==> config.mk <==
export PLATFORM = sky130hd
export DESIGN_NAME = mem_port_arbiter
export DESIGN_NICKNAME = d
export VERILOG_FILES = /design/src/rtl/mem_arb_pkg.sv /design/src/rtl/arb_wait_counter.sv /design/src/rtl/mem_port_arbiter.sv
export SDC_FILE = /design/constraint.sdc
export NUM_CORES = 1
export LEC_CHECK = 0
export CORE_ASPECT_RATIO = 0.8
export CORE_MARGIN = 10
export CORE_UTILIZATION = 42
export DETAILED_ROUTE_END_ITERATION = 16
export GPL_TIMING_DRIVEN = 0
export PLACE_DENSITY = 0.85
export SLEW_MARGIN = 20
export SYNTH_ARGS = -nofsm -noshare
export SYNTH_HDL_FRONTEND = slang
export SYNTH_HIERARCHICAL = 1
export SYNTH_SLANG_ARGS = --single-unit
==> constraint.sdc <==
create_clock -name clk -period 2.34 [get_ports clk]
set_input_delay 0.468 -clock clk [delete_from_list [all_inputs] [get_ports clk]]
set_output_delay 0.468 -clock clk [all_outputs]
set_load 0.03 [all_outputs]
==> src/rtl/mem_arb_pkg.sv <==
// Shared types and helpers for the instruction/data memory port arbiter.
package mem_arb_pkg;

    typedef enum logic [1:0] {
        IDLE,
        ACCESS,
        RESP
    } arb_state_t;

    typedef enum logic {
        SRC_IF = 1'b0,
        SRC_D  = 1'b1
    } arb_src_t;

    // Width able to hold 0..max_starve inclusive.
    function automatic int starve_width(input int max_starve);
        return (max_starve < 1) ? 1 : $clog2(max_starve + 1);
    endfunction

endpackage

==> src/rtl/arb_wait_counter.sv <==
// Loadable down-counter with a zero flag; times the memory access window.
module arb_wait_counter #(
    parameter int W = 2
) (
    input  logic         clk,
    input  logic         rst_n,
    input  logic         load,
    input  logic [W-1:0] load_val,
    input  logic         dec,
    output logic [W-1:0] count,
    output logic         zero
);

    always_ff @(posedge clk or negedge rst_n) begin
        if (!rst_n) begin
            count <= '0;
        end else if (load) begin
            count <= load_val;
        end else if (dec && (count != '0)) begin
            count <= count - W'(1);
        end
    end

    assign zero = (count == '0);

endmodule

==> src/rtl/mem_port_arbiter.sv <==
// Arbitrates fetch and data ports onto one fixed-latency memory port.
// Optional per-port stall counters are enabled with the ARB_STALL_CNT_EN macro.
module mem_port_arbiter
    import mem_arb_pkg::*;
#(
    parameter int AW         = 32,
    parameter int DW         = 32,
    parameter int MEM_LAT    = 2,
    parameter int MAX_STARVE = 3
) (
    input  logic          clk,
    input  logic          rst_n,
    input  logic          if_req,
    input  logic [AW-1:0] if_addr,
    output logic [DW-1:0] if_rdata,
    output logic          if_ready,
    input  logic          d_req,
    input  logic          d_we,
    input  logic [AW-1:0] d_addr,
    input  logic [DW-1:0] d_wdata,
    output logic [DW-1:0] d_rdata,
    output logic          d_ready,
    output logic [AW-1:0] mem_addr,
    output logic [DW-1:0] mem_wdata,
    output logic          mem_read,
    output logic          mem_write,
    input  logic [DW-1:0] mem_rdata,
    output logic          busy,
`ifdef ARB_STALL_CNT_EN
    output logic [31:0]   if_stall_cnt,
    output logic [31:0]   d_stall_cnt,
`endif
    output logic          grant_src
);

    localparam int CW = $clog2(MEM_LAT + 1);
    localparam int SW = starve_width(MAX_STARVE);
    localparam logic [CW-1:0] LOAD_VAL   = CW'(MEM_LAT - 1);
    localparam logic [SW-1:0] STARVE_MAX = SW'(MAX_STARVE);

    arb_state_t    state;
    arb_state_t    next_state;
    arb_src_t      src_l;
    logic          we_l;
    logic [AW-1:0] addr_l;
    logic [DW-1:0] wdata_l;
    logic [SW-1:0] starve;
    logic [CW-1:0] wait_count;
    logic          wait_zero;
    logic          any_req;
    logic          fetch_wins;
    logic          accept;
    logic          sample;

    assign any_req    = if_req | d_req;
    assign fetch_wins = if_req && (!d_req || (starve == STARVE_MAX));
    assign accept     = (state == IDLE) && any_req;
    assign sample     = (state == ACCESS) && wait_zero;

    arb_wait_counter #(.W(CW)) u_wait (
        .clk      (clk),
        .rst_n    (rst_n),
        .load     (accept),
        .load_val (LOAD_VAL),
        .dec      (state == ACCESS),
        .count    (wait_count),
        .zero     (wait_zero)
    );

    always_ff @(posedge clk or negedge rst_n) begin
        if (!rst_n) begin
            state <= IDLE;
        end else begin
            state <= next_state;
        end
    end

    always_comb begin
        next_state = state;
        case (state)
            IDLE:    if (any_req) next_state = ACCESS;
            ACCESS:  if (wait_zero) next_state = RESP;
            RESP:    next_state = IDLE;
            default: next_state = IDLE;
        endcase
    end

    always_ff @(posedge clk or negedge rst_n) begin
        if (!rst_n) begin
            src_l   <= SRC_IF;
            we_l    <= 1'b0;
            addr_l  <= '0;
            wdata_l <= '0;
        end else if (accept) begin
            src_l   <= fetch_wins ? SRC_IF : SRC_D;
            we_l    <= !fetch_wins && d_we;
            addr_l  <= fetch_wins ? if_addr : d_addr;
            wdata_l <= fetch_wins ? '0 : d_wdata;
        end
    end

    // Starve count only grows when fetch actually lost a contested grant.
    always_ff @(posedge clk or negedge rst_n) begin
        if (!rst_n) begin
            starve <= '0;
        end else if (accept) begin
            if (fetch_wins) begin
                starve <= '0;
            end else if (if_req && (starve != STARVE_MAX)) begin
                starve <= starve + SW'(1);
            end
        end
    end

    always_ff @(posedge clk or negedge rst_n) begin
        if (!rst_n) begin
            if_rdata <= '0;
            d_rdata  <= '0;
        end else if (sample && !we_l) begin
            if (src_l == SRC_IF) begin
                if_rdata <= mem_rdata;
            end else begin
                d_rdata <= mem_rdata;
            end
        end
    end

    assign mem_read  = (state == ACCESS) && !we_l;
    assign mem_write = (state == ACCESS) && we_l;
    assign mem_addr  = (state == ACCESS) ? addr_l : '0;
    assign mem_wdata = (state == ACCESS) ? wdata_l : '0;
    assign if_ready  = (state == RESP) && (src_l == SRC_IF);
    assign d_ready   = (state == RESP) && (src_l == SRC_D);
    assign busy      = (state != IDLE);
    assign grant_src = src_l;

`ifdef ARB_STALL_CNT_EN
    always_ff @(posedge clk or negedge rst_n) begin
        if (!rst_n) begin
            if_stall_cnt <= '0;
            d_stall_cnt  <= '0;
        end else begin
            if (if_req && !if_ready) if_stall_cnt <= if_stall_cnt + 32'd1;
            if (d_req && !d_ready) d_stall_cnt <= d_stall_cnt + 32'd1;
        end
    end
`endif

endmodule
==> flow_summary_export.csv <==
group,metric,value,unit
status,run_status,"complete, no violations",
final_layout,num_antenna_cells,0,
drt,wl_per_cell,19.8,um
placed_design,dpl-instance-area,8930,um2
clocking,clock_sinks,136,
drt,wl,19600,um
final_layout,design_area,9370,um2
clocking,path_clk_slew,60,ps
yosys,synth_compound_area_share,14.3,%
yosys,synth_xor_area_share,0,%
global_route,use_met2,33.5,%
yosys,synth.cell_area,6010,um2
sta,post-route-period-util,96.5,%
yosys,yosys.area_share.adder,0.416,%
sta,fin_skew,8.52,ps
final_layout,layout-drive-gt1-share,24.7,%
yosys,syn_nets,643,
floorplan,initial_core_util,42.5,%
drt,drtPass1Iterations,4,
pwr,power.switching,6.47,mW
clocking,clock_latency,410,ps
final_layout,syn_to_final_growth,55.8,%
setup_path,r2r-end,"u_wait/count[1]",
setup_path,rr_startpoint,"state[0]",
global_route,busiest_layer,"met2",
setup_path,startpoint_type,"register",
setup_path,worstSetupEndpointType,"output pin",
pwr,seqPwrFrac,27.9,%
global_route,grtUsageMet3,7.98,%
pwr,combPwrFrac,55.2,%
sta,setup_viol,0,
placed_design,place_ws,-521,ps
drt,drt_iter0_markers,248,
sta,rsz0062_at_grt,"no",
setup_path,cp_slowest_cell,"dfrtp_2",
pwr,p_clk_share,17.0,%
setup_path,crit_family,"buffers and inverters",
clocking,cts_buffer_depth,2,
setup_path,path_depth,5,
floorplan,die_w,154,um
yosys,synthMuxAreaShare,12.2,%
yosys,ys_warn_count,6,
setup_path,critPathKind,"register to output pin",
final_layout,post-route-util,66.2,%
drt,num_vias,5195,
clocking,cts.htree.levels,4,
sta,clock.fmax,0.443,GHz
setup_path,startpoint,"state[1]",
final_layout,fillers,1104,
clocking,root_buffer,"clkbuf_16",
yosys,synthCells,508,
setup_path,worst-path-buf-inv,3,
floorplan,io-pin-count,267,
sta,worst_slew_pin_slew,521,ps
floorplan,die-area,19500,um2
global_route,antenna_found_initial,0,
setup_path,r2r_slack,340,ps
flow_run,cap_viol_max_count,0,
yosys,synth_simple_gate_area_share,12.2,%
setup_path,critPathMaxFanout,10,
global_route,grt_util_met1,22.9,%
placed_design,io_buffer_count,265,
pwr,irDropWorstVdd,1.07,mV
floorplan,core_area,14200,um2
sta,worst_slack,81.4,ps
setup_path,cp.required,1870,ps
setup_path,crit_chain,"nand2b_4, inv_4, clkbuf_4, and2_1, clkdlybuf4s15_2",
pwr,switching_share,43.2,%
yosys,yosysUniqueCellTypes,34,
global_route,grt_pass1_vias,5599,
final_layout,nets,929,
setup_path,worstRegToRegCells,7,
sta,drv_slew,0,
global_route,grt_overflow,0,
pwr,p_leak,4.06,nW
global_route,grt_use_total,20.0,%
yosys,synth-seq-cells,136,
placed_design,dp_hpwl,15200,um
setup_path,endpoint,"mem_addr[1]",
yosys,ys_seq_area_share,56.6,%
sta,fin_crit,2260,ps
floorplan,die_h,127,um
final_layout,final_common_cell,"clkdlybuf4s50_1",
clocking,cts_tree,"yes",
yosys,syn_avg_cell_area,11.8,um2
drt,via_per_inst,5.24,
pwr,intPower,8.51,mW
drt,post-route-drc-count,0,
final_layout,final_cell_mix,"clkdlybuf4s50_1, dfrtp_1, and2_1",
sta,hold_viol,0,
sta,maxSlewHeadroom,65.2,%
floorplan,placementRows,39,
global_route,grt_pass1_wl,31400,um
hold_path,hp-class,"input port to register",
setup_path,max_stage_delay,440,ps
pwr,power_density,1600,nW/um2
global_route,grt_max_degree,79,
clocking,numCtsBuffers,17,
setup_path,arrival,1790,ps
yosys,synth_top_family_by_area,"compound AO/OA/AOI/OAI gates",
drt,postRouteAntennaNets,0,
placed_design,place_congestion,0.873,
-- kinds of logic (layout without fill, tap and decap cells) --
| group | Yosys count | count (layout) |
|---|---|---|
| flip-flops | 136 | 136 |
| AO/OA/AOI/OAI | 135 | 135 |
| AND/OR/NAND/NOR | 118 | 118 |
| multiplexers | 65 | 65 |
| buffers and inverters | 50 | 349 |
| adder cells (fa/ha/maj) | 2 | 2 |
| other | 2 | 2 |
-- metal layers --
layer  vias up  routed length [um]
met5         -                   0
met4         0                 318
met3        24                1710
met2       201                9830
met1      2569                7780
li1       2401                   -
-- power groups by stage --
stage	sequential [mW]	combinational (mW)	clock [mW]
2_1_floorplan	5.21	3.91	0
3_3_place_gp	4.11	8.41	0
3_5_place_dp	4.19	8.59	0
4_1_cts	4.17	8.41	2.60
5_1_grt	4.31	8.79	2.73
6_report	4.17	8.26	2.54
-- cell usage after synthesis --
cell type / number / area, um2
a21o_1: 2 / 15.0
a21oi_1: 32 / 160
a22o_1: 33 / 289
a31oi_1: 32 / 200
and2_1: 66 / 413
and3b_2: 1 / 10.0
and4_1: 1 / 8.76
buf_2: 12 / 60.1
buf_6: 6 / 67.6
clkbuf_1: 26 / 97.6
conb_1: 2 / 7.51
dfrtp_1: 136 / 3400
ha_1: 2 / 25.0
inv_1: 4 / 15.0
inv_2: 2 / 7.51
mux2_2: 65 / 732
nand2_1: 3 / 11.3
nand2_2: 1 / 6.26
nand2b_1: 1 / 6.26
nand2b_4: 1 / 13.8
nand3_1: 32 / 160
nand4b_2: 1 / 15.0
nor2_1: 2 / 7.51
nor2_2: 1 / 6.26
nor2b_1: 2 / 12.5
nor3b_1: 1 / 7.51
nor4b_4: 1 / 23.8
o211a_1: 1 / 10.0
o211ai_2: 1 / 12.5
o21ai_0: 33 / 165
o311ai_0: 1 / 8.76
or2_0: 1 / 6.26
or2b_1: 1 / 7.51
or4b_1: 2 / 20.0
-- worst min path at each step --
stage,from,to,slack [ps],cells past startpoint
3_5_place_dp,rst_n,d_rdata[10],420,1
6_report,if_req,addr_l[0],420,3
4_1_cts,if_req,addr_l[1],400,3
5_1_grt,if_req,addr_l[1],440,3
3_3_place_gp,starve[1],starve[1],460,1
2_1_floorplan,rst_n,addr_l[0],170,0
-- registers in the layout, summed over array words and instances (netlist names) --
register	flops
addr_l	32
d_rdata	32
if_rdata	32
wdata_l	32
starve	2
state	2
u_wait/count	2
grant_src	1
we_l	1
-- area by class of cell --
class                      count  area (um2)  share of cell area, %
buffer                        43         267                   2.85
clock buffer                  19         443                   4.73
clock inverter                13         123                   1.31
inverter                       6        25.0                  0.267
multi-input combinational    322        2370                   25.3
sequential                   136        3400                   36.3
tap                          184         230                   2.46
timing repair buffer         268        2510                   26.8
-- metrics by stage --
stage | TNS (ps) | hold WS [ps] | std cells | total power [mW]
finish | 0 | 416 | 991 | 15.0
CTS | 0 | 397 | 991 | 15.2
global route | 0 | 440 | 991 | 15.8
global placement | -594570 | 464 | 957 | 12.5
detailed placement | -18710 | 421 | 958 | 12.8
floorplan | 0 | 172 | 508 | 9.13
-- worst min-delay path, cell delays in order --
cell,delay (ps)
buf_2,150
nand3_1,80
a31oi_1,80
-- timing repair --
action / in CTS / in global routing
hold buffers: 1 / 0
cloned: 0 / 0
gates resized for setup: 279 / 61
buffers inserted: 1 / 0
hold endpoints to repair: 58 / 0
endpoints found under the setup margin: 66 / 68
pin swaps: 1 / 0
Power figures use the tool's default switching activity.
